### src/rtl/ssd_pkg.sv
`default_nettype none
// ============================================================================
// Module      : ssd_pkg
// Description : Shared definitions for the 7-segment scan driver. Holds the
//               segment bit positions, the scan FSM state type and the anode
//               one-hot helper.
// Revision    : 1.0 - initial release
// ============================================================================
package ssd_pkg;

  // Segment bit positions within the 7-bit seg bus
  localparam int SEG_A = 0;
  localparam int SEG_B = 1;
  localparam int SEG_C = 2;
  localparam int SEG_D = 3;
  localparam int SEG_E = 4;
  localparam int SEG_F = 5;
  localparam int SEG_G = 6;

  localparam int MAX_DIGITS = 8;

  typedef enum logic [0:0] {
    ST_BLANK = 1'b0,
    ST_SHOW  = 1'b1
  } state_e;

  // One-hot anode vector for digit idx. The caller truncates it to its digit count.
  function automatic logic [MAX_DIGITS-1:0] anode_onehot(input logic [2:0] idx,
                                                         input logic       active_low);
    logic [MAX_DIGITS-1:0] oh;
    oh = MAX_DIGITS'(1) << idx;
    return active_low ? ~oh : oh;
  endfunction

endpackage
`default_nettype wire

### src/rtl/ssd_scan_driver_bin_decoder.sv
`default_nettype none
// ============================================================================
// Module      : SSD_Bin_Decoder
// Description : Hex nibble to 7-segment pattern, 1 = segment lit.
//               Bit order is A..G at bits 0..6.
// Ports       : bin [3:0] - nibble in
//               seg [6:0] - segment pattern out (combinational)
// Revision    : 1.0 - initial release
// ============================================================================
module SSD_Bin_Decoder
  import ssd_pkg::*;
(
  input  logic [3:0] bin,
  output logic [6:0] seg
);

  always_comb begin
    seg = 7'h00;
    case (bin)
      4'h0: seg = 7'h3F;
      4'h1: seg = 7'h06;
      4'h2: seg = 7'h5B;
      4'h3: seg = 7'h4F;
      4'h4: seg = 7'h66;
      4'h5: seg = 7'h6D;
      4'h6: seg = 7'h7D;
      4'h7: seg = 7'h07;
      4'h8: seg = 7'h7F;
      4'h9: seg = 7'h6F;
      4'hA: seg = 7'h77;
      4'hB: seg = 7'h7C;
      4'hC: seg = 7'h39;
      4'hD: seg = 7'h5E;
      4'hE: seg = 7'h79;
      4'hF: seg = 7'h71;
      default: seg = 7'h00;
    endcase
  end

endmodule
`default_nettype wire

### src/rtl/ssd_scan_driver.sv
`default_nettype none
// ============================================================================
// Module      : ssd_scan_driver
// Description : Time-multiplexed common-anode 7-segment scanner with a
//               double-buffered hex value. Each digit slot is a blank phase
//               (all anodes off) followed by a show phase for one digit.
// Ports       : clk, rst          - clock, async active-high reset
//               value_in, dp_in   - data captured into the shadow on load
//               digit_en          - live per-digit enable
//               load              - single-cycle capture strobe
//               pending           - shadow not yet transferred to display
//               frame_start       - pulse on first blank clock of digit 0
//               an, seg, dp       - registered display drive
// Revision    : 1.0 - initial release
// ============================================================================
module ssd_scan_driver
  import ssd_pkg::*;
#(
  parameter int NUM_DIGITS       = 4,
  parameter int DIGIT_CYCLES     = 100000,
  parameter int BLANK_CYCLES     = 1000,
  parameter bit ANODE_ACTIVE_LOW = 1'b1
) (
  input  logic                    clk,
  input  logic                    rst,
  input  logic [4*NUM_DIGITS-1:0] value_in,
  input  logic [NUM_DIGITS-1:0]   dp_in,
  input  logic [NUM_DIGITS-1:0]   digit_en,
  input  logic                    load,
  output logic                    pending,
  output logic                    frame_start,
  output logic [NUM_DIGITS-1:0]   an,
  output logic [6:0]              seg,
  output logic                    dp
);

  localparam int CNT_MAX = (DIGIT_CYCLES > BLANK_CYCLES) ? DIGIT_CYCLES : BLANK_CYCLES;
  localparam int CNT_W   = $clog2(CNT_MAX);
  localparam int IDX_W   = (NUM_DIGITS > 1) ? $clog2(NUM_DIGITS) : 1;

  localparam logic [CNT_W-1:0]      BLANK_LAST = CNT_W'(BLANK_CYCLES - 1);
  localparam logic [CNT_W-1:0]      DIGIT_LAST = CNT_W'(DIGIT_CYCLES - 1);
  localparam logic [IDX_W-1:0]      IDX_LAST   = IDX_W'(NUM_DIGITS - 1);
  localparam logic [NUM_DIGITS-1:0] AN_OFF     = {NUM_DIGITS{ANODE_ACTIVE_LOW}};

  // --------------------------------------------------------------------------
  // Scan position. (state_q, idx_q, cnt_q) names the clock that the display
  // outputs will show after the next edge; the output registers are loaded
  // from it. This lets the first clock after reset release already be the
  // first blank clock of digit 0 with frame_start high.
  // --------------------------------------------------------------------------
  state_e           state_q, state_d;
  logic [IDX_W-1:0] idx_q, idx_d;
  logic [CNT_W-1:0] cnt_q, cnt_d;

  always_ff @(posedge clk or posedge rst) begin
    if (rst) begin
      state_q <= ST_BLANK;
      idx_q   <= '0;
      cnt_q   <= '0;
    end else begin
      state_q <= state_d;
      idx_q   <= idx_d;
      cnt_q   <= cnt_d;
    end
  end

  always_comb begin
    state_d = state_q;
    idx_d   = idx_q;
    cnt_d   = cnt_q + CNT_W'(1);
    case (state_q)
      ST_BLANK: begin
        if (cnt_q == BLANK_LAST) begin
          state_d = ST_SHOW;
          cnt_d   = '0;
        end
      end
      ST_SHOW: begin
        if (cnt_q == DIGIT_LAST) begin
          state_d = ST_BLANK;
          cnt_d   = '0;
          idx_d   = (idx_q == IDX_LAST) ? '0 : idx_q + IDX_W'(1);
        end
      end
      default: begin
        state_d = ST_BLANK;
        idx_d   = '0;
        cnt_d   = '0;
      end
    endcase
  end

  // --------------------------------------------------------------------------
  // Shadow / active data buffers
  // --------------------------------------------------------------------------
  logic [4*NUM_DIGITS-1:0] shadow_val_q, shadow_val_d;
  logic [NUM_DIGITS-1:0]   shadow_dp_q, shadow_dp_d;
  logic [4*NUM_DIGITS-1:0] active_val_q, active_val_d;
  logic [NUM_DIGITS-1:0]   active_dp_q, active_dp_d;
  logic                    pending_q, pending_d;
  logic                    frame_start_q;

  // Transfer happens at the end of the frame_start clock, before digit 0's
  // show phase is computed, so a frame always displays one consistent value.
  always_comb begin
    shadow_val_d = shadow_val_q;
    shadow_dp_d  = shadow_dp_q;
    active_val_d = active_val_q;
    active_dp_d  = active_dp_q;
    pending_d    = pending_q;
    if (frame_start_q) begin
      if (load) begin
        shadow_val_d = value_in;
        shadow_dp_d  = dp_in;
        active_val_d = value_in;
        active_dp_d  = dp_in;
        pending_d    = 1'b0;
      end else if (pending_q) begin
        active_val_d = shadow_val_q;
        active_dp_d  = shadow_dp_q;
        pending_d    = 1'b0;
      end
    end else if (load) begin
      shadow_val_d = value_in;
      shadow_dp_d  = dp_in;
      pending_d    = 1'b1;
    end
  end

  always_ff @(posedge clk or posedge rst) begin
    if (rst) begin
      shadow_val_q <= '0;
      shadow_dp_q  <= '0;
      active_val_q <= '0;
      active_dp_q  <= '0;
      pending_q    <= 1'b0;
    end else begin
      shadow_val_q <= shadow_val_d;
      shadow_dp_q  <= shadow_dp_d;
      active_val_q <= active_val_d;
      active_dp_q  <= active_dp_d;
      pending_q    <= pending_d;
    end
  end

  // --------------------------------------------------------------------------
  // Digit select and decode
  // --------------------------------------------------------------------------
  logic [3:0] nibble_sel;
  logic       dp_sel;
  logic       en_sel;
  logic [6:0] dec_seg;

  always_comb begin
    nibble_sel = 4'h0;
    dp_sel     = 1'b0;
    en_sel     = 1'b0;
    for (int k = 0; k < NUM_DIGITS; k++) begin
      if (idx_q == IDX_W'(k)) begin
        nibble_sel = active_val_q[4*k +: 4];
        dp_sel     = active_dp_q[k];
        en_sel     = digit_en[k];
      end
    end
  end

  SSD_Bin_Decoder u_dec (
    .bin (nibble_sel),
    .seg (dec_seg)
  );

  // --------------------------------------------------------------------------
  // Output decode (registered below so an/seg/dp switch on the same edge)
  // --------------------------------------------------------------------------
  logic [NUM_DIGITS-1:0] an_q, an_d;
  logic [6:0]            seg_q, seg_d;
  logic                  dp_q, dp_d;
  logic                  frame_start_d;

  always_comb begin
    an_d          = AN_OFF;
    seg_d         = 7'h00;
    dp_d          = 1'b0;
    frame_start_d = (state_q == ST_BLANK) && (idx_q == '0) && (cnt_q == '0);
    // A disabled digit keeps its slot time but stays dark.
    if ((state_q == ST_SHOW) && en_sel) begin
      an_d  = NUM_DIGITS'(anode_onehot(3'(idx_q), ANODE_ACTIVE_LOW));
      seg_d = dec_seg;
      dp_d  = dp_sel;
    end
  end

  always_ff @(posedge clk or posedge rst) begin
    if (rst) begin
      an_q          <= AN_OFF;
      seg_q         <= 7'h00;
      dp_q          <= 1'b0;
      frame_start_q <= 1'b0;
    end else begin
      an_q          <= an_d;
      seg_q         <= seg_d;
      dp_q          <= dp_d;
      frame_start_q <= frame_start_d;
    end
  end

  assign an          = an_q;
  assign seg         = seg_q;
  assign dp          = dp_q;
  assign frame_start = frame_start_q;
  assign pending     = pending_q;

endmodule
`default_nettype wire
### config.mk
export PLATFORM = sky130hd
export DESIGN_NAME = ssd_scan_driver
export DESIGN_NICKNAME = d
export VERILOG_FILES = /design/src/rtl/ssd_pkg.sv /design/src/rtl/ssd_scan_driver_bin_decoder.sv /design/src/rtl/ssd_scan_driver.sv
export SDC_FILE = /design/constraint.sdc
export NUM_CORES = 1
export LEC_CHECK = 0
export BUFFER_PORTS_ARGS = -buffer_cell sky130_fd_sc_hd__buf_2
export CORE_AREA = 2 2 71 106
export CTS_CLUSTER_SIZE = 30
export DETAILED_ROUTE_END_ITERATION = 10
export DIE_AREA = 0 0 73 108
export GPL_ROUTABILITY_DRIVEN = 0
export PLACE_DENSITY = 0.78
export SLEW_MARGIN = 40
export SYNTH_ARGS = -nofsm -noshare
export SYNTH_HDL_FRONTEND = slang
export SYNTH_SLANG_ARGS = --single-unit
### constraint.sdc
create_clock -name clk -period 2.9 [get_ports clk]
set_input_delay 0.58 -clock clk [delete_from_list [all_inputs] [get_ports clk]]
set_output_delay 0.58 -clock clk [all_outputs]
set_load 0.02 [all_outputs]
-- Word-level counts from Yosys, hierarchy flattened
Memory sizes are Yosys's and may differ from the RTL's.
Cells that the tools add are included.
- eq/ne operators: 5
- shifts and indexed selects: 1
- bitwise operators: 2
- multiplexer cells: 28
- add/subtract/negate cells: 2
- reduce and logical (&&, ||, !) cells: 9
- operators with widths (operator ; number):
    $mux W17 ; 2
    $pmux W17 S2 ; 1
    $mux W16 ; 2
    $mux W4 ; 7
    $add A17 B1 Y17 const B ; 1
    $eq A17 B10 Y1 const B ; 1
    $eq A17 B17 Y1 const B ; 1
    $logic_not A17 Y1 ; 1
    $mux W1 ; 13
    $mux W7 ; 1
    $eq A2 B2 Y1 const B ; 2
    $not A4 Y4 ; 1
    $reduce_and A2 Y1 ; 2
    $reduce_bool A2 Y1 ; 2
    $shl A1 B2 Y4 const A ; 1
    $logic_and A1 B1 Y1 ; 3
    $add A2 B1 Y2 const B ; 1
    $eq A2 B1 Y1 const B ; 1
    $logic_not A2 Y1 ; 1
    $mux W2 ; 1
    $pmux W1 S2 ; 1
    $not A1 Y1 ; 1
- output and inout bits: 14
- bits in read-only memories: 112
- register bits: 74
- word-level logic and storage cells: 60
- bits of input ports: 27
- memories: 1
- memory list (name ; words ; width ; read ports ; clocked after Yosys merged registers in ; write ports ; line ; source):
    (no name shown) ; 16 ; 7 ; 1 ; 0 ; 0 ; ssd_scan_driver_bin_decoder.sv:19 ; case (bin)

-- Logic depth before layout (Yosys ltp)
Gate-level depths: netlist of run 1.
- word-level depth: 7
- mapped depth: 12
- gate-level depth less buffers: 11

-- Cells and area by module
From an unflattened synthesis of run 1, not the netlist that was laid out.
- cell total of the unflattened synthesis: 302
- area total of the unflattened synthesis: 3540.9 um^2
- modules (own cells, without submodules) (module ; times used ; area each (um^2) ; sequential area each (um^2) ; cells an instance):
    ssd_scan_driver ; 1 ; 3253.1 ; 1856.8 ; 269
    SSD_Bin_Decoder ; 1 ; 287.8 ; 0.0 ; 33

-- Worst setup path after synthesis of run 1
No wires, ideal clock.
- kind: register to register
- start point: register idx_q[0]
- end point: register seg_q[1] (netlist: seg[1])
- data arrival time: 2049 ps
- data required time: 2777 ps
- setup slack: 729 ps
- cell stages (with the launch flop): 8
- path buffers: 1
- clock period less this slack: 2171 ps
- setup time: 123 ps
- cells stage by stage: dfrtp_1 -> ha_1 -> buf_2 -> nand3b_1 -> a31oi_1 -> inv_1 -> ha_1 -> o221a_2
- cells in the longest elaborated chain, start to end: 7
- elaborated cells on any way between the ends: 15
- those cells by class: 3 x eq/ne; 9 x mux; 2 x reduce/logical; 1 x memory
- ends and longest elaborated chain (what ; line ; source):
    start, declared ; ssd_scan_driver.sv:53 ; logic [IDX_W-1:0] idx_q, idx_d;
    start signal, assigned ; ssd_scan_driver.sv:63 ; idx_q <= idx_d;
    $logic_not A2 Y1 ; ssd_scan_driver.sv:160 ; if (idx_q == IDX_W'(k)) begin
    $mux W4 / $mux W1 (equally long branches) (4 in a row) ; ssd_scan_driver.sv:160 ;
    $mem_v2 Z16 W7 / $logic_and A1 B1 Y1 (equally long branches) ; - ;
    $mux W7 * ; ssd_scan_driver.sv:187 ; if ((state_q == ST_SHOW) && en_sel) begin
    net seg_d[1] ; ssd_scan_driver.sv:177 ; logic [6:0] seg_q, seg_d;
    end signal, assigned ; ssd_scan_driver.sv:202 ; seg_q <= seg_d;
    end, declared ; ssd_scan_driver.sv:177 ;
Mark *: on every way through the listed nets, which the timed path passes. The rest lies on a longest branch.
A chain may end at the register's enable or synchronous reset.

-- Final worst setup path of run 1
- start point: register idx_q[0]
- end point: register seg_q[3] (netlist: seg[3])
Same word-level chain as after synthesis.

==> impl_metrics.yaml, run 1 <==
pwr:
  finalPower_mw: 2.10
  internal-power_mw: 1.63
  switchingPower_uw: 469
  p_per_area_nw_per_um2: 542
  leakagePower_nw: 1.79
  p_seq_share_pct: 52.8
  power.share.clock_pct: 39.1
  vdd_ir_drop_max_mv: 0.213
  sw_frac_of_total_pct: 22.4
  comb_power_share_pct: 8.1
synthesis:
  syn_avg_cell_area_um2: 12.0
  synth-seq-cells: 74
  ys.flop_type: "dfrtp_1"
  synth_top_area_share_pct: 51.8
  synth_largest_area_cell: "dfrtp_1"
  syn_inst: 281
  synthArstFlopShare_pct: 100
  seq_area_frac_synth_pct: 54.9
  netlist_top_cells_count: "dfrtp_1 (70), mux2_2 (40), nand2_1 (25), nor2_1 (23)"
  yosysMostFrequentCell: "dfrtp_1"
  ys_types: 44
  synth_warnings: 0
  synth_area_leaders: "dfrtp_1 (52%), mux2_2 (13%), ha_1 (4.4%)"
  syn_nets: 320
  syn_area_um2: 3380
  synth_edf_count: 0
cells_and_area:
  final_layout_size_suffix_gt1_share_pct: 34.0
  fin_cells: 407
  area_growth_pct: 14.6
  diodes: 0
  stdcell_area_um2: 3870
  fill_cells: 564
  fin_nets: 364
  multi_input_area_um2: 1440
  ff_latch_area_um2: 1860
  final_util_pct: 56.2
clock_network:
  clk_pin_slew_worst_paths_ns: 0.08
  tritoncts: "yes"
  cts.sinks: 74
  cts_hold_buf: 0
  numCtsBuffers: 9
  cts_setup_buffers: 0
  clockBufferDepth: 2
  worstSkewPairLatency_ns: 0.35
  cts_max_level: 3
  cts_resized: 0
  clockRootBuffer: "clkbuf_8"
timing:
  hold-worst-slack_ns: 0.319
  min_period_over_period_pct: 83.9
  max_freq_ghz: 0.411
  tightest_slew_ns: 0.649
  finalWorstSetupSlack_ns: 0.467
  grt_setup_unrepaired: "no"
  worst_clock_skew_ns: 0.00803
  relSlewSlack_pct: 56.6
  setup_viol: 0
  drv_slew: 0
  tns_ns: 0
  min_period_ns: 2.43
  hold_viol: 0
place:
  portBuffers: 40
  dpl.cell_count: 392
  place_area_um2: 3670
  dpl.hpwl_mm: 4.55
  place_ws_ns: 0.504
drt:
  wirelength_mm: 6.23
  viasPerCell: 5.45
  ant_nets: 0
  wl_per_cell_um: 15.3
  drtIter0Drc: 173
  drc: 0
  via_count: 2219
  first_pass_iters: 4
global_routing:
  grt_max_degree: 46
  gr-usage-met3_pct: 4.57
  grt_pass1_wl_mm: 10.2
  met2_usage_pct: 30.4
  antenna_found_initial: 0
  grt.overflow.total: 0
  first_global_vias: 2269
  top_usage_layer: "met2"
  grtUsageTotal_pct: 17.2
  grt_util_met1_pct: 18.2
setup_path:
  worst-endpoint-arrival_ns: 2.71
  required_ns: 3.18
  worstReg2RegEnd: "seg[3]"
  slowest_stage: "dfrtp_1"
  path_class: "reg -> reg"
  cp_cell_sequence: "ha_1, nand2b_1, o22ai_1, a31oi_1, inv_1, ha_1, mux2i_1, a2bb2oi_1, nor2_1"
  end_kind: "flop"
  regToRegSetupSlack_ns: 0.47
  crit_top_cell: "ha_1"
  start_kind: "flop"
  worstPathMaxFanout: 12
  cpLargestDelayFamily: "adder cells"
  worstReg2RegStart: "idx_q[0]"
  crit_buf_inv: 1
  slowest_delay_ns: 0.42
  r2r_cells: 9
floorplanning:
  die-area_um2: 7880
  start_util_pct: 49.0
  core-area_um2: 6900
  num_rows: 37
  io_pins: 41
  die_h_um: 108
  die_w_um: 73
min_path:
  min_path_type: "in -> async"
job:
  maxCapViolations: 0
run_status:
  status: "completed"
==> worst max-delay path by stage <==
stage	start	end	slack, ns	depth (start not counted)
finish	idx_q[0]	seg[3]	0.47	9
global route	idx_q[0]	seg[3]	0.19	9
CTS	idx_q[0]	seg[1]	0.49	7
detailed placement	idx_q[0]	seg[1]	0.50	7
global placement	idx_q[0]	seg[1]	0.61	7
floorplan	rst	active_dp_q[0]	0.44	1
==> area by class of cell <==
class,count,area share (%)
well taps,78,2.52
flip-flops and latches,74,47.9
inverters,12,1.16
clock buffers,13,4.36
repair buffers,43,6.07
clock inverters,2,0.904
multi-input cells,185,37.0
==> power groups by stage <==
stage,sequential [mW],combinational [mW],clock [mW]
6_report,1.11,0.169,0.821
5_1_grt,1.11,0.190,0.884
4_1_cts,1.11,0.173,0.836
3_5_place_dp,1.13,0.172,0
3_3_place_gp,1.13,0.167,0
2_1_floorplan,1.12,0.122,0
==> kinds of logic (layout without fill, tap and decap cells) <==
group                      Yosys count  after routing  synth area share (%)
and+or+nand+nor                     89             89                  14.3
DFF                                 74             74                  54.9
muxes                               43             43                  14.4
AOI/OAI and AO/OA                   26             26                  5.48
buffers and inverters               22             70                  2.63
xor gates and xnor gates            15             15                  3.89
adders and majority gates           12             12                  4.44
==> metal layers <==
layer / vias to the layer above / wire (um)
li1: 1059 / -
met1: 1095 / 2440
met2: 50 / 3370
met3: 15 / 227
met4: 0 / 195
met5: - / 0
==> cell usage in the layout (no fill, tap or decap), types with 2 or more instances in the layout <==
cell,n
a221oi_1,3
o21ai_0,4
nor2b_1,4
nor3_1,3
buf_4,2
a21oi_1,4
and3_1,2
nor3b_1,3
dfrtp_1,70
nand3_1,7
nand4_1,4
o221a_2,2
and2_1,2
nor4_1,3
dfstp_2,4
inv_1,11
xor2_1,8
o22ai_1,2
nand2_1,25
nand3b_1,5
xnor2_1,7
a31oi_1,2
mux2_2,40
mux2i_1,2
or4_4,2
buf_2,40
clkbuf_8,12
nor2_1,23
ha_1,12
==> state kept, by name (all words and copies together) (netlist names) <==
signal        cells
shadow_dp_q       4
seg               7
cnt_q            17
pending           1
idx_q             2
active_dp_q       4
shadow_val_q     16
active_val_q     16
state_q           1
frame_start       1
an                4
dp                1
Power figures use the tool's default switching activity.
==> run 2, diff against run 1 <==
PLACE_DENSITY = 0.81   (was 0.78)
clock period = 2.1 ns   (was 2.9 ns; I/O delays follow)
==> impl_metrics.yaml, run 2 (same netlist as run 1, synthesis figures left out) <==
timing:
  min_period_ns: 2.12
  setup_viol: 1
  hold-worst-slack_ns: 0.149
  worst_clock_skew_ns: 0.0119
  hold_viol: 0
  relSlewSlack_pct: 61.6
  grt_setup_unrepaired: "yes"
  min_period_over_period_pct: 101
  finalWorstSetupSlack_ns: -0.0199
  tightest_slew_ns: 0.571
  drv_slew: 0
  max_freq_ghz: 0.472
setup_path:
  slowest_delay_ns: 0.42
  worstReg2RegStart: "idx_q[1]"
  path_class: "reg -> reg"
  worst-endpoint-arrival_ns: 2.37
  required_ns: 2.35
  worstPathMaxFanout: 5
  crit_top_cell: "inv_1"
  cp_cell_sequence: "ha_2, inv_1, o22ai_2, a31oi_1, inv_1, ha_2, inv_1, nor2_2, a21oi_1, o221a_2"
  critPathLaunch: "idx_q[1]"
  end_kind: "flop"
  start_kind: "flop"
  slowest_stage: "dfrtp_2"
cells_and_area:
  final_common_cell: "dfrtp_1"
  top_register: "cnt_q"
  fin_cells: 417
  reg_top3: "cnt_q: 17 flops, active_val_q: 16 flops, shadow_val_q: 16 flops"
  final_layout_size_suffix_gt1_share_pct: 41.6
  area_growth_pct: 19.2
  final_cell_mix: "dfrtp_1 (68), mux2_2 (40), buf_2 (40)"
  fin_nets: 373
  largest_reg_flops: 17
  diodes: 0
floorplanning:
  die_h_um: 108
  io_pins: 41
  num_rows: 37
  die-area_um2: 7880
  die_w_um: 73
  start_util_pct: 49.0
  core-area_um2: 6900
pwr:
  power.share.clock_pct: 38.3
  finalPower_mw: 2.90
  leakagePower_nw: 1.83
  sw_frac_of_total_pct: 24.7
  p_seq_share_pct: 52.9
  vdd_ir_drop_max_mv: 0.347
  internal-power_mw: 2.18
  comb_power_share_pct: 8.8
  switchingPower_uw: 716
  p_per_area_nw_per_um2: 719
clock_network:
  clockBufferDepth: 2
  numCtsBuffers: 9
  cts_max_level: 3
  clockRootBuffer: "clkbuf_8"
  worstSkewPairLatency_ns: 0.36
  clk_pin_slew_worst_paths_ns: 0.08
  cts.sinks: 74
  cts_hold_buf: 0
  tritoncts: "yes"
global_routing:
  grt.overflow.total: 0
  antenna_found_initial: 0
  grtUsageTotal_pct: 18.0
  grt_pass1_wl_mm: 10.6
  grt_max_degree: 75
  first_global_vias: 2380
place:
  portBuffers: 40
  dpl.hpwl_mm: 4.77
  dpl.cell_count: 400
drt:
  drc: 0
  drtIter0Drc: 121
  via_count: 2299
  wl_per_cell_um: 16.1
  wl_met1_mm: 2.48
  top_layer_used: "met4"
  wirelength_mm: 6.70
  first_pass_iters: 5
  wl_met3_um: 253
  wl_met2_mm: 3.72
  viasPerCell: 5.51
  ant_nets: 0
run_status:
  violations: "negative setup slack"
  status: "finished, violations left"
job:
  maxCapViolations: 0
min_path:
  min_path_type: "in -> async"
run 2: cell count changes in the layout (fill, tap and decap cells not counted), sizes merged:
cell,delta
clkbuf,-4
clkinvlp,+2
clkinv,+3
buf,+9
run 2: area by class of cell:
cell class / instances / area (um^2)
Inverter: 12 / 48.8
Sequential cell: 74 / 1860
Tap cell: 78 / 97.6
Clock buffer: 9 / 124
Multi-Input combinational cell: 185 / 1520
Clock inverter: 7 / 77.6
Timing Repair Buffer: 52 / 303
Fill cell: 530 / 2870
run 2: per-layer routing:
layer,track usage [%],vias to the layer above
met2,33.3,71
met5,0,-
li1,-,1083
met4,9.79,0
met1,17.7,1123
met3,4.47,22
run 2: timing repair:
| item | 4_1_cts | 5_1_grt |
|---|---|---|
| pin swaps | 0 | 3 |
| resized for setup | 5 | 15 |
| endpoints found under the hold margin | 0 | 0 |
| buffers inserted | 0 | 1 |
| endpoints found under the setup margin | 2 | 7 |
run 2: through the flow:
step	setup slack [ns]	TNS [ns]	util (%)	cell area, um^2
floorplan	0.0217	0	-	3390
global placement	0.0628	0	54.2	3740
detailed placement	-0.0521	-0.0642	54.2	3740
CTS	-0.000790	-0.000790	57.4	3960
global route	-0.109	-0.347	58.4	4030
finish	-0.0199	-0.0199	58.4	4030
run 2: power groups by stage:
stage	clock [mW]	combinational [mW]	sequential [mW]
global placement	0	0.237	1.56
detailed placement	0	0.250	1.56
floorplan	0	0.171	1.54
global route	1.18	0.281	1.54
CTS	1.13	0.253	1.53
finish	1.11	0.255	1.53
run 2: critical path: cells and delay by family, from the launching register on:
kind	cells	cell delay, ns
DFF	1	0.42
and+or+nand+nor	1	0.11
buffers and inverters	3	0.33
AOI/OAI and AO/OA	4	0.67
adders and majority gates	2	0.49
run 2: final timing paths:
path	to	slack, ns	depth (start not counted)
setup / recovery	seg[4]	-0.02	10
hold / removal	shadow_dp_q[2]	0.15	3
setup reg to reg	seg[4]	-0.02	10
hold reg to reg	pending	0.48	1
max in group asynchronous	an[3]	1.61	3
min in group clk	an[3]	0.26	2
